==> src/rtl/gcd_pkg.sv <==
// Shared definitions for the two-requester GCD arbiter.
// Holds the FSM encoding, default width and the count-width helper.
package gcd_pkg;

    // Default operand/result width in bits.
    localparam int GCD_WIDTH = 4;

    typedef enum logic [1:0] {
        ST_IDLE = 2'd0,
        ST_RUN  = 2'd1,
        ST_DONE = 2'd2
    } state_e;

    // Width of the shared power-of-two counter.
    function automatic int cnt_width(input int w);
        return $clog2(w) + 1;
    endfunction

endpackage

==> src/rtl/gcd_arbiter_if.sv <==
// Request/result bundle between two requesters, one consumer and the arbiter.
// master: requesters + consumer side; slave: the arbiter itself.
interface gcd_arbiter_if
    import gcd_pkg::*;
#(
    parameter int WIDTH = GCD_WIDTH
) ();

    logic             req0_valid;
    logic [WIDTH-1:0] req0_x;
    logic [WIDTH-1:0] req0_y;
    logic             req0_ready;

    logic             req1_valid;
    logic [WIDTH-1:0] req1_x;
    logic [WIDTH-1:0] req1_y;
    logic             req1_ready;

    logic             res_valid;
    logic             res_ready;
    logic [WIDTH-1:0] res_g;
    logic             res_id;

    logic             busy;

    modport master (
        output req0_valid, req0_x, req0_y,
        output req1_valid, req1_x, req1_y,
        output res_ready,
        input  req0_ready, req1_ready,
        input  res_valid, res_g, res_id, busy
    );

    modport slave (
        input  req0_valid, req0_x, req0_y,
        input  req1_valid, req1_x, req1_y,
        input  res_ready,
        output req0_ready, req1_ready,
        output res_valid, res_g, res_id, busy
    );

endinterface

==> src/rtl/gcd_step.sv <==
// One combinational binary-GCD step on the working pair (a, b, count).
// Ports: a_i/b_i/cnt_i current values; a_o/b_o/cnt_o next values; eq_o a==b.
module gcd_step
    import gcd_pkg::*;
#(
    parameter int WIDTH = GCD_WIDTH,
    parameter int CW    = cnt_width(WIDTH)
) (
    input  logic [WIDTH-1:0] a_i,
    input  logic [WIDTH-1:0] b_i,
    input  logic [CW-1:0]    cnt_i,
    output logic [WIDTH-1:0] a_o,
    output logic [WIDTH-1:0] b_o,
    output logic [CW-1:0]    cnt_o,
    output logic             eq_o
);

    logic a_ev;
    logic b_ev;

    assign eq_o = (a_i == b_i);
    assign a_ev = ~a_i[0];
    assign b_ev = ~b_i[0];

    always_comb begin
        a_o   = a_i;
        b_o   = b_i;
        cnt_o = cnt_i;
        unique case (1'b1)
            eq_o: begin
                a_o = a_i;
            end
            (!eq_o && a_ev && b_ev): begin
                // Common factor of two: remember it in count.
                a_o   = a_i >> 1;
                b_o   = b_i >> 1;
                cnt_o = cnt_i + CW'(1);
            end
            (!eq_o && a_ev && !b_ev): begin
                a_o = a_i >> 1;
            end
            (!eq_o && !a_ev && b_ev): begin
                b_o = b_i >> 1;
            end
            default: begin
                // Both odd: difference is even and never underflows.
                if (a_i >= b_i) begin
                    a_o = a_i - b_i;
                end else begin
                    b_o = b_i - a_i;
                end
            end
        endcase
    end

endmodule

==> src/rtl/gcd_arbiter.sv <==
// Round-robin arbiter sharing one iterative binary-GCD engine by two requesters.
// Ports: clk, rst_n (async, active-low), bus_if (gcd_arbiter_if.slave).
module gcd_arbiter
    import gcd_pkg::*;
#(
    parameter int WIDTH = GCD_WIDTH
) (
    input  logic         clk,
    input  logic         rst_n,
    gcd_arbiter_if.slave bus_if
);

    localparam int CW = cnt_width(WIDTH);

    state_e           state_q, state_d;
    logic [WIDTH-1:0] a_q, a_d;
    logic [WIDTH-1:0] b_q, b_d;
    logic [CW-1:0]    cnt_q, cnt_d;
    logic [WIDTH-1:0] g_q, g_d;
    logic             id_q, id_d;
    logic             last_q, last_d;

    logic [WIDTH-1:0] step_a;
    logic [WIDTH-1:0] step_b;
    logic [CW-1:0]    step_cnt;
    logic             step_eq;

    logic             v0;
    logic             v1;
    logic             gnt1;
    logic             idle;
    logic             accept;
    logic [WIDTH-1:0] sel_x;
    logic [WIDTH-1:0] sel_y;

    gcd_step #(
        .WIDTH (WIDTH),
        .CW    (CW)
    ) u_step (
        .a_i   (a_q),
        .b_i   (b_q),
        .cnt_i (cnt_q),
        .a_o   (step_a),
        .b_o   (step_b),
        .cnt_o (step_cnt),
        .eq_o  (step_eq)
    );

    assign v0   = bus_if.req0_valid;
    assign v1   = bus_if.req1_valid;
    assign idle = (state_q == ST_IDLE);

    // last_q is the requester served most recently; the other one
    // wins a tie. Reset sets it to 1 so requester 0 wins first.
    always_comb begin
        gnt1 = 1'b0;
        unique case (1'b1)
            (v0 && v1):  gnt1 = ~last_q;
            (!v0 && v1): gnt1 = 1'b1;
            default:     gnt1 = 1'b0;
        endcase
    end

    assign accept = idle && (v0 || v1);
    assign sel_x  = gnt1 ? bus_if.req1_x : bus_if.req0_x;
    assign sel_y  = gnt1 ? bus_if.req1_y : bus_if.req0_y;

    assign bus_if.req0_ready = idle && v0 && !gnt1;
    assign bus_if.req1_ready = idle && v1 && gnt1;
    assign bus_if.res_valid  = (state_q == ST_DONE);
    assign bus_if.res_g      = g_q;
    assign bus_if.res_id     = id_q;
    assign bus_if.busy       = !idle;

    always_comb begin
        state_d = state_q;
        a_d     = a_q;
        b_d     = b_q;
        cnt_d   = cnt_q;
        g_d     = g_q;
        id_d    = id_q;
        last_d  = last_q;
        unique case (state_q)
            ST_IDLE: begin
                if (accept) begin
                    a_d    = sel_x;
                    b_d    = sel_y;
                    cnt_d  = '0;
                    id_d   = gnt1;
                    last_d = gnt1;
                    // A zero operand makes the other one the answer.
                    if (sel_x == '0 || sel_y == '0) begin
                        g_d     = sel_x | sel_y;
                        state_d = ST_DONE;
                    end else begin
                        state_d = ST_RUN;
                    end
                end
            end
            ST_RUN: begin
                if (step_eq) begin
                    // Restore the common powers of two stripped earlier.
                    g_d     = a_q << cnt_q;
                    state_d = ST_DONE;
                end else begin
                    a_d   = step_a;
                    b_d   = step_b;
                    cnt_d = step_cnt;
                end
            end
            ST_DONE: begin
                if (bus_if.res_ready) begin
                    state_d = ST_IDLE;
                end
            end
            default: begin
                state_d = ST_IDLE;
            end
        endcase
    end

    always_ff @(posedge clk or negedge rst_n) begin
        if (!rst_n) begin
            state_q <= ST_IDLE;
            a_q     <= '0;
            b_q     <= '0;
            cnt_q   <= '0;
            g_q     <= '0;
            id_q    <= 1'b0;
            last_q  <= 1'b1;
        end else begin
            state_q <= state_d;
            a_q     <= a_d;
            b_q     <= b_d;
            cnt_q   <= cnt_d;
            g_q     <= g_d;
            id_q    <= id_d;
            last_q  <= last_d;
        end
    end

endmodule

==> src/flat_wrapper.sv <==
// flat-port wrapper written by rule: the top's interface ports become plain ports
module gcd_arbiter_flat import gcd_pkg::*;
#(
    parameter int WIDTH = GCD_WIDTH
)
  (clk, rst_n, bus_if_req0_valid, bus_if_req0_x, bus_if_req0_y, bus_if_req1_valid, bus_if_req1_x, bus_if_req1_y, bus_if_res_ready, bus_if_req0_ready, bus_if_req1_ready, bus_if_res_valid, bus_if_res_g, bus_if_res_id, bus_if_busy);
  gcd_arbiter_if #(.WIDTH(WIDTH)) bus_if_i ();
  input  logic clk;
  input  logic rst_n;
  input wire logic [$bits(bus_if_i.req0_valid)-1:0] bus_if_req0_valid;
  input wire logic [$bits(bus_if_i.req0_x)-1:0] bus_if_req0_x;
  input wire logic [$bits(bus_if_i.req0_y)-1:0] bus_if_req0_y;
  input wire logic [$bits(bus_if_i.req1_valid)-1:0] bus_if_req1_valid;
  input wire logic [$bits(bus_if_i.req1_x)-1:0] bus_if_req1_x;
  input wire logic [$bits(bus_if_i.req1_y)-1:0] bus_if_req1_y;
  input wire logic [$bits(bus_if_i.res_ready)-1:0] bus_if_res_ready;
  output wire logic [$bits(bus_if_i.req0_ready)-1:0] bus_if_req0_ready;
  output wire logic [$bits(bus_if_i.req1_ready)-1:0] bus_if_req1_ready;
  output wire logic [$bits(bus_if_i.res_valid)-1:0] bus_if_res_valid;
  output wire logic [$bits(bus_if_i.res_g)-1:0] bus_if_res_g;
  output wire logic [$bits(bus_if_i.res_id)-1:0] bus_if_res_id;
  output wire logic [$bits(bus_if_i.busy)-1:0] bus_if_busy;
  assign bus_if_i.req0_valid = bus_if_req0_valid;
  assign bus_if_i.req0_x = bus_if_req0_x;
  assign bus_if_i.req0_y = bus_if_req0_y;
  assign bus_if_i.req1_valid = bus_if_req1_valid;
  assign bus_if_i.req1_x = bus_if_req1_x;
  assign bus_if_i.req1_y = bus_if_req1_y;
  assign bus_if_i.res_ready = bus_if_res_ready;
  assign bus_if_req0_ready = bus_if_i.req0_ready;
  assign bus_if_req1_ready = bus_if_i.req1_ready;
  assign bus_if_res_valid = bus_if_i.res_valid;
  assign bus_if_res_g = bus_if_i.res_g;
  assign bus_if_res_id = bus_if_i.res_id;
  assign bus_if_busy = bus_if_i.busy;
  gcd_arbiter #(.WIDTH(WIDTH)) u_core (.clk(clk), .rst_n(rst_n), .bus_if(bus_if_i));
endmodule
==> config.mk <==
export PLATFORM = sky130hd
export DESIGN_NAME = gcd_arbiter_flat
export DESIGN_NICKNAME = d
export VERILOG_FILES = /design/src/rtl/gcd_pkg.sv /design/src/rtl/gcd_arbiter_if.sv /design/src/rtl/gcd_step.sv /design/src/rtl/gcd_arbiter.sv /design/src/flat_wrapper.sv
export SDC_FILE = /design/constraint.sdc
export NUM_CORES = 1
export LEC_CHECK = 0
export CORE_MARGIN = 3
export CORE_UTILIZATION = 25
export DETAILED_ROUTE_END_ITERATION = 8
export GPL_TIMING_DRIVEN = 0
export RECOVER_POWER = 25
export SYNTH_ARGS = -nofsm -noshare
export SYNTH_HDL_FRONTEND = slang
export SYNTH_SLANG_ARGS = --single-unit
==> constraint.sdc <==
create_clock -name clk -period 2.9 [get_ports clk]
set_input_delay 0.435 -clock clk [delete_from_list [all_inputs] [get_ports clk]]
set_output_delay 0.435 -clock clk [all_outputs]
set_load 0.05 [all_outputs]
---- Yosys cells after proc, flatten, opt, wreduce, memory -nomap -nowiden ----
Cells that the tools add are included.
storage, ports and cells
  input port bits ......................... 21
  register bits after elaboration ......... 19
  output and inout port bits .............. 9
operators by class
  equality and inequality tests ........... 13
  $add $sub $neg .......................... 3
  reductions and logical operators ........ 30
  magnitude comparators ................... 1
  shifts and indexed selects .............. 1
  muxes and demuxes ....................... 26
  bitwise logic cells ..................... 4
operators with widths
  operator                                        number
  2-to-1 mux 4 bit                                11
  one-hot mux 4 bit (2 select lines)              5
  inequality test 2 bit (second input constant)   8
  logical AND 1 bit                               12
  AND reduction 5 bit                             2
  2-to-1 mux 3 bit                                3
  logical NOT 4 bit                               2
  2-to-1 mux 2 bit                                4
  AND reduction 4 bit                             2
  subtractor 4 bit                                2
  inequality test 3 bit (second input constant)   2
  one-hot mux 2 bit (3 select lines)              1
  one-hot mux 3 bit (2 select lines)              1
  == test 4 bit                                   1
  greater-or-equal comparator 4 bit               1
  logical NOT 1 bit                               4
  bitwise OR 4 bit                                1
  OR reduction 2 bit                              2
  left shift 4 x 3 -> 4 bit                       1
  adder 3 x 1 -> 3 bit (second input constant)    1
  NOT 1 bit                                       3
  AND reduction 3 bit                             1
  == test 2 x 1 -> 1 bit (second input constant)  1
  == test 2 bit (second input constant)           1
  5 further kinds                                 6

---- Longest topological paths before layout ----
Gate-level depths: netlist of run 1.
  depth in word-level cells ............... 9
  mapped depth ............................ 8

---- Cells and area by module ----
A second synthesis of run 1 with hierarchy kept.
second synthesis, totals
  cells, all modules ...................... 183
  area total of the unflattened synthesis .. 1691.6 um2
modules (own cells, without submodules)
  module       area each (um2)  cells an instance  sequential area each (um2)  instances
  gcd_arbiter  1186.1           121                476.7                       1
  gcd_step     505.5            62                 0.0                         1

---- Worst setup path after synthesis of run 1 ----
No wires, ideal clock.
  path kind ............................... register to register
  start point ............................. register u_core.b_q[1]
  end point ............................... register u_core.g_q[0], in the netlist u_core.bus_if.res_g[0]
  buffers on the path ..................... 1
  data arrival time ....................... 2.081 ns
  stages on the path, launching flop included .. 8
  required time ........................... 2.775 ns
  path slack .............................. 0.694 ns
  path through ............................ dfrtp_1 > inv_1 > ha_1 > nand4_4 > a211o_1 > or3_1 > buf_6 > mux2_4
on the way
  cells in the longest elaborated chain, start to end .. 3
ends and longest elaborated chain
  element                          line                text
  start: declaration               gcd_arbiter.sv:17   logic [WIDTH-1:0] b_q, b_d;
  start signal: assignment         gcd_arbiter.sv:126  b_q <= '0;
  start signal: assignment         gcd_arbiter.sv:134  b_q <= b_d;
  == test 4 bit                    gcd_step.sv:21      assign eq_o = (a_i == b_i);
  inequality test 2 bit (no line)  -
  AND reduction 4 bit (no line)    -
  end signal: assignment           gcd_arbiter.sv:136  g_q <= g_d;
  end: declaration                 gcd_arbiter.sv:19   logic [WIDTH-1:0] g_q, g_d;
Every way passes these cells.
A chain may end at the register's enable or synchronous reset.

---- Worst setup path in the final report of run 1 ----
  start point ............................. input port bus_if_req1_valid
  end point ............................... output port bus_if_req1_ready
on the way
  cells in the longest elaborated chain, start to end .. 3
ends and longest elaborated chain
  element                               line                                  text
  start: declaration                    flat_wrapper.sv:13                    input wire logic [$bits(bus_if_i.req1_valid)-1:0] bus_if_req1_valid;
  logical AND 1 bit (on tied branches)  gcd_arbiter.sv:59, gcd_arbiter.sv:58
  one-hot mux 1 bit (2 select lines)    gcd_arbiter.sv:57                     unique case (1'b1)
  logical AND 1 bit *                   gcd_arbiter.sv:69                     assign bus_if.req1_ready = idle && v1 && gnt1;
  end: declaration                      flat_wrapper.sv:18                    output wire logic [$bits(bus_if_i.req1_ready)-1:0] bus_if_req1_ready;
Every way passes the cells marked *; elsewhere a longest branch is shown, timed or not.

==> reports/metrics.cfg, run 1 <==
[hold_path]
min_path_type=flip-flop to flip-flop

[placement]
hpwl_um=3692
place_area_sq_um=2044
globalplace.congestion=0.9832
numPortBuffers=29

[grt]
antenna_found_initial=0
grt_pass1_vias=1516
grt_usage_pct=12.89
overflow=0
grt_pass1_wl_um=7831
grt_max_degree=20

[finish]
drive_above_1_share_pct=9.346
n_antenna_cell=0
areaGrowthSynthToFinish_pct=25.89
regArea_sq_um=476.7
multiInputGateArea_sq_um=1091
nFillCells=689
fin_util_pct=32.68
nNetsFinal=247
design_area_sq_um=2087

[timing]
slew_headroom_pct=39.15
maxSlewViolCount=0
rsz0062_at_grt=false
final_hold_viol_count=0
setup_violations=0
fmax_mhz=393.2
min_period_ns=2.543
period_share_pct=87.69
finClkSkew_ns=0.004673
tightestPinTransition_ns=0.9098

[synth]
netlist.area_leader.share_pct=27.17
synthCells=182
yosys.area.top_type=dfrtp_1
ys_seq_area_share_pct=28.75
synthArstFlopShare_pct=100.0
synth.distinct_cells=48
synth-edff-count=0
netlist_top_cells_area=dfrtp_1, ha_1, mux2i_1
synth_seq_cells=19
syn-cell-area_sq_um=1658
synth_ff_type=dfrtp_1
syn_avg_cell_area_sq_um=9.109
ys_warn_count=0
synth_nets=214

[clock_tree]
cts_hold_buf=0
cts_buffers=3
cts_tree=yes
root_buffer=clkbuf_8
clk_latency_ns=0.26
clkSinkCount=19
htree_levels=1
clock_path_buffers=2
clkTransAtPathRegs_ns=0.08

[drt]
wirelength_um=4584
drc=0
vias_per_cell=5.357
initialDrtViolationCount=108
ant_nets=0
dr.pass1.iters=4
routedWlPerCell_um=15.75
vias=1559

[worst_setup_path]
required_ns=2.47
worstSetupEndpointType=output port
start_kind=input pin
path_class=input pin to output port
crit_path_max_fanout=15
worstPathArrival_ns=2.11

[power]
p_leak_uw=0.0008445
power-per-cell-area_nw_per_um2=1267
ir_worst_vdd_mv=0.4852

[die]
die_area_sq_um=7645
start_util_pct=25.96
io_pins=30
fp.dieW_um=87.44
die_y_um=87.44
core_sq_um=6386
rows=29

[flow_run]
cap_violations=0

[status]
status=finished clean

[power breakdown]
group,internal [uW],switching [uW]
logic,798,1100
clock network,97.1,106
registers,399,148
[metrics by stage]
stage / total power, uW / hold slack (ns) / instances / TNS, ns / worst slack (ns)
2_1_floorplan: 1965 / 0.1394 / 182 / 0 / 0.6942
3_3_place_gp: 2438 / 0.4858 / 288 / -0.3122 / -0.1686
3_5_place_dp: 2444 / 0.4889 / 288 / -0.3341 / -0.1730
4_1_cts: 2645 / 0.5096 / 292 / 0 / 0.1029
5_1_grt: 2881 / 0.5380 / 291 / 0 / 0.2486
6_report: 2644 / 0.5016 / 291 / 0 / 0.3569
[final timing paths]
kind                       slack [ns]                          endpoint                        startpoint  depth (start not counted)
hold reg to reg                  0.50  u_core.bus_if.res_id$_DFFE_PN0P_  u_core.bus_if.res_id$_DFFE_PN0P_                          1
setup reg to reg                 0.43         u_core.a_q[2]$_DFFE_PN0P_         u_core.b_q[1]$_DFFE_PN0P_                          6
max in group asynchronous        1.60         u_core.a_q[3]$_DFFE_PN0P_                             rst_n                          1
min in group asynchronous        0.74         u_core.a_q[0]$_DFFE_PN0P_                             rst_n                          1
hold / removal                   0.50  u_core.bus_if.res_id$_DFFE_PN0P_  u_core.bus_if.res_id$_DFFE_PN0P_                          1
setup / recovery                 0.36                 bus_if_req1_ready                 bus_if_req1_valid                          4
[cells in the mapped netlist (2+ instances only)]
master / instances
a211oi_1: 5
a21o_1: 2
a21oi_1: 8
a32o_1: 3
and2_1: 2
clkbuf_1: 7
dfrtp_1: 18
fa_1: 2
ha_1: 9
inv_1: 12
mux2_2: 2
mux2_4: 4
mux2i_1: 9
nand2_1: 7
nand2b_1: 4
nand3_1: 13
nand3b_1: 2
nor2_1: 9
nor3_1: 3
nor4_1: 7
o21ai_0: 4
o22ai_1: 4
o311ai_0: 4
o32a_1: 2
o32ai_1: 6
or3_1: 11
xor2_1: 2
[kinds of logic (layout without fill, tap and decap cells)]
group	Yosys count	after routing	synth area share, %
flip-flops	19	19	28.75
AO/OA/AOI/OAI	47	47	21.59
AND/OR/NAND/NOR	66	66	23.02
XOR/XNOR	3	3	1.585
adder cells (fa/ha/maj)	11	11	9.208
buffers and inverters	21	53	5.434
multiplexers	15	15	10.42
[what timing repair did]
item                                   in CTS  in global routing
resized for setup                           2                  0
buffers inserted                            0                  0
setup endpoints to repair                   2                  1
cloned                                      0                  0
endpoints found under the hold margin       0                  0
[cells in the final DEF, fill, tap and decap left out, types with 2 or more instances in the layout]
cell,instances
fa_1,2
and2_1,2
a21o_1,2
mux2_2,2
inv_1,12
nand2b_1,4
nand2_1,7
clkbuf_8,3
o22ai_1,4
ha_1,9
nor3_1,3
o32ai_1,6
clkbuf_1,6
or3_1,11
o311ai_0,4
xor2_1,2
a32o_1,3
o32a_1,2
nor4_1,7
nor2_1,9
mux2i_1,9
clkdlybuf4s50_1,26
nand3_1,13
dfrtp_1,18
o21ai_0,4
dlygate4sd2_1,2
nand3b_1,2
a211oi_1,5
a21oi_1,8
mux2_4,4
[area by class of cell]
class | instances | share of cell area [%]
flip-flops and latches | 19 | 22.84
inverters | 12 | 2.158
clock inverters | 1 | 0.3597
clock buffers | 3 | 1.978
multi-input cells | 142 | 52.28
plain buffers | 8 | 1.978
repair buffers | 29 | 13.79
well taps | 77 | 4.616
[sequential cells by signal, summed over array words and instances (netlist names)]
register              cells
u_core.a_q                4
u_core.b_q                4
u_core.state_q            2
u_core.bus_if.res_id      1
u_core.last_q             1
u_core.bus_if.res_g       4
u_core.cnt_q              3
[routing by layer]
layer | vias to the layer above | track usage, % | share of wire (%)
met1 | 739 | 19.54 | 50
li1 | 770 | - | -
met5 | - | 0 | 0
met3 | 0 | 1.419 | 4.1
met2 | 50 | 19.59 | 46
met4 | 0 | 2.510 | 0
[critical path, cell delays in order]
cell             delay [ns]
clkdlybuf4s50_1        0.56
a21bo_2                0.36
nor2_1                 0.20
dlygate4sd2_1          0.55
No activity file was read; power rests on OpenSTA's default activity.
==> run 2: changes to the inputs <==
- SKIP_CTS_REPAIR_TIMING: unset -> 1
==> reports/metrics.cfg, run 2 (same netlist as run 1, synthesis figures left out) <==
[power]
seq_power_share_pct=20.6
power.total_uw=2649
p_int_uw=1299
switchingPower_uw=1350
combPwrFrac_pct=71.7
p_leak_uw=0.0008524
power_switching_share_pct=50.96
clockPowerShare_pct=7.7
ir_worst_vdd_mv=0.4854
power-per-cell-area_nw_per_um2=1266

[drt]
dr.pass1.iters=4
initialDrtViolationCount=108
drc=0
vias_per_cell=5.354
wirelength_um=4586
vias=1558
ant_nets=0
routedWlPerCell_um=15.76

[placement]
hpwl_um=3692
globalplace.congestion=0.9832
numPortBuffers=29
post-place-ws_ns=-0.1730

[worst_setup_path]
rr_startpoint=u_core.b_q[1]$_DFFE_PN0P_
path_class=input pin to output port
worstSetupEndpointType=output port
r2r-end=u_core.a_q[2]$_DFFE_PN0P_
regToRegSetupSlack_ns=0.43
worstPathArrival_ns=2.35
start_kind=input pin
required_ns=2.47
crit_path_max_fanout=15
r2r_cells=6

[die]
die_y_um=87.44
rows=29
io_pins=30
start_util_pct=25.96
die_area_sq_um=7645
fp.dieW_um=87.44
core_sq_um=6386

[finish]
regArea_sq_um=476.7
multiInputGateArea_sq_um=1091
final_common_cell=clkdlybuf4s50_1
areaGrowthSynthToFinish_pct=26.19
n_antenna_cell=0
nFillCells=686
layout_common_cells=clkdlybuf4s50_1, dfrtp_1, nand3_1
drive_above_1_share_pct=9.346
fin_util_pct=32.76
nNetsFinal=247

[clock_tree]
htree_levels=1
clock_path_buffers=2
clkSinkCount=19
cts_tree=yes
cts_buffers=3
root_buffer=clkbuf_8
clkTransAtPathRegs_ns=0.08
clk_latency_ns=0.26

[hold_path]
hold_start=u_core.bus_if.res_id$_DFFE_PN0P_
min_path_cells=1
min_path_type=flip-flop to flip-flop
min_to=u_core.bus_if.res_id$_DFFE_PN0P_

[grt]
grt_usage_pct=12.89
grt_pass1_vias=1516
overflow=0
grt_pass1_wl_um=7831
grt_max_degree=20
antenna_found_initial=0

[timing]
rsz0062_at_grt=false
setup_ws_ns=0.1112
fmax_mhz=358.6
finClkSkew_ns=0.004667
maxSlewViolCount=0
timing.hold.ws_ns=0.5016
final_hold_viol_count=0
setup_violations=0
slew_headroom_pct=39.15
min_period_ns=2.789
period_share_pct=96.16
tightestPinTransition_ns=0.9098
setup_tns_ns=0

[status]
status=finished clean

[flow_run]
cap_violations=0

==> run 2: cell type report <==
cell class,count,area share (%)
Buffer,8,1.974
Clock buffer,3,1.974
Clock inverter,1,0.3589
Inverter,12,2.153
Multi-Input combinational cell,142,52.15
Sequential cell,19,22.79
Tap cell,77,4.605
Timing Repair Buffer,29,14.00
==> run 2: critical path: stages <==
cell             delay [ns]
clkdlybuf4s50_1        0.58
a21bo_2                0.35
and3_1                 0.19
clkdlybuf4s50_1        0.79
==> run 2: power by group through the flow <==
stage | logic (uW) | registers, uW | clock network (uW)
floorplan | 1340 | 623 | 0
global placement | 1890 | 550 | 0
detailed placement | 1890 | 551 | 0
CTS | 1900 | 547 | 205
global route | 2100 | 568 | 220
finish | 1900 | 547 | 203
==> run 2: worst max path at each step <==
stage | start | to | slack, ns | cells past startpoint
global placement | bus_if_req0_valid | bus_if_req0_ready | -0.17 | 5
detailed placement | bus_if_req0_valid | bus_if_req0_ready | -0.17 | 5
finish | bus_if_req0_valid | bus_if_req0_ready | 0.11 | 4
CTS | bus_if_req0_valid | bus_if_req0_ready | -0.17 | 5
floorplan | u_core.b_q[1]$_DFFE_PN0P_ | u_core.bus_if.res_g[0]$_DFFE_PN0P_ | 0.69 | 7
global route | bus_if_req0_valid | bus_if_req0_ready | 0.02 | 4
==> run 2: per-stage QoR <==
stage          cells  cell area, sq um
4_1_cts          292              2093
3_3_place_gp     288              2044
6_report         291              2092
5_1_grt          291              2092
2_1_floorplan    182              1658
3_5_place_dp     288              2044
==> run 2: per-layer routing <==
metal / vias to the layer above / part of all wire, % / GRT usage (%)
met2: 48 / 46 / 19.59
li1: 769 / - / -
met3: 0 / 3.9 / 1.419
met1: 741 / 50 / 19.54
met5: - / 0 / 0
met4: 0 / 0 / 2.510
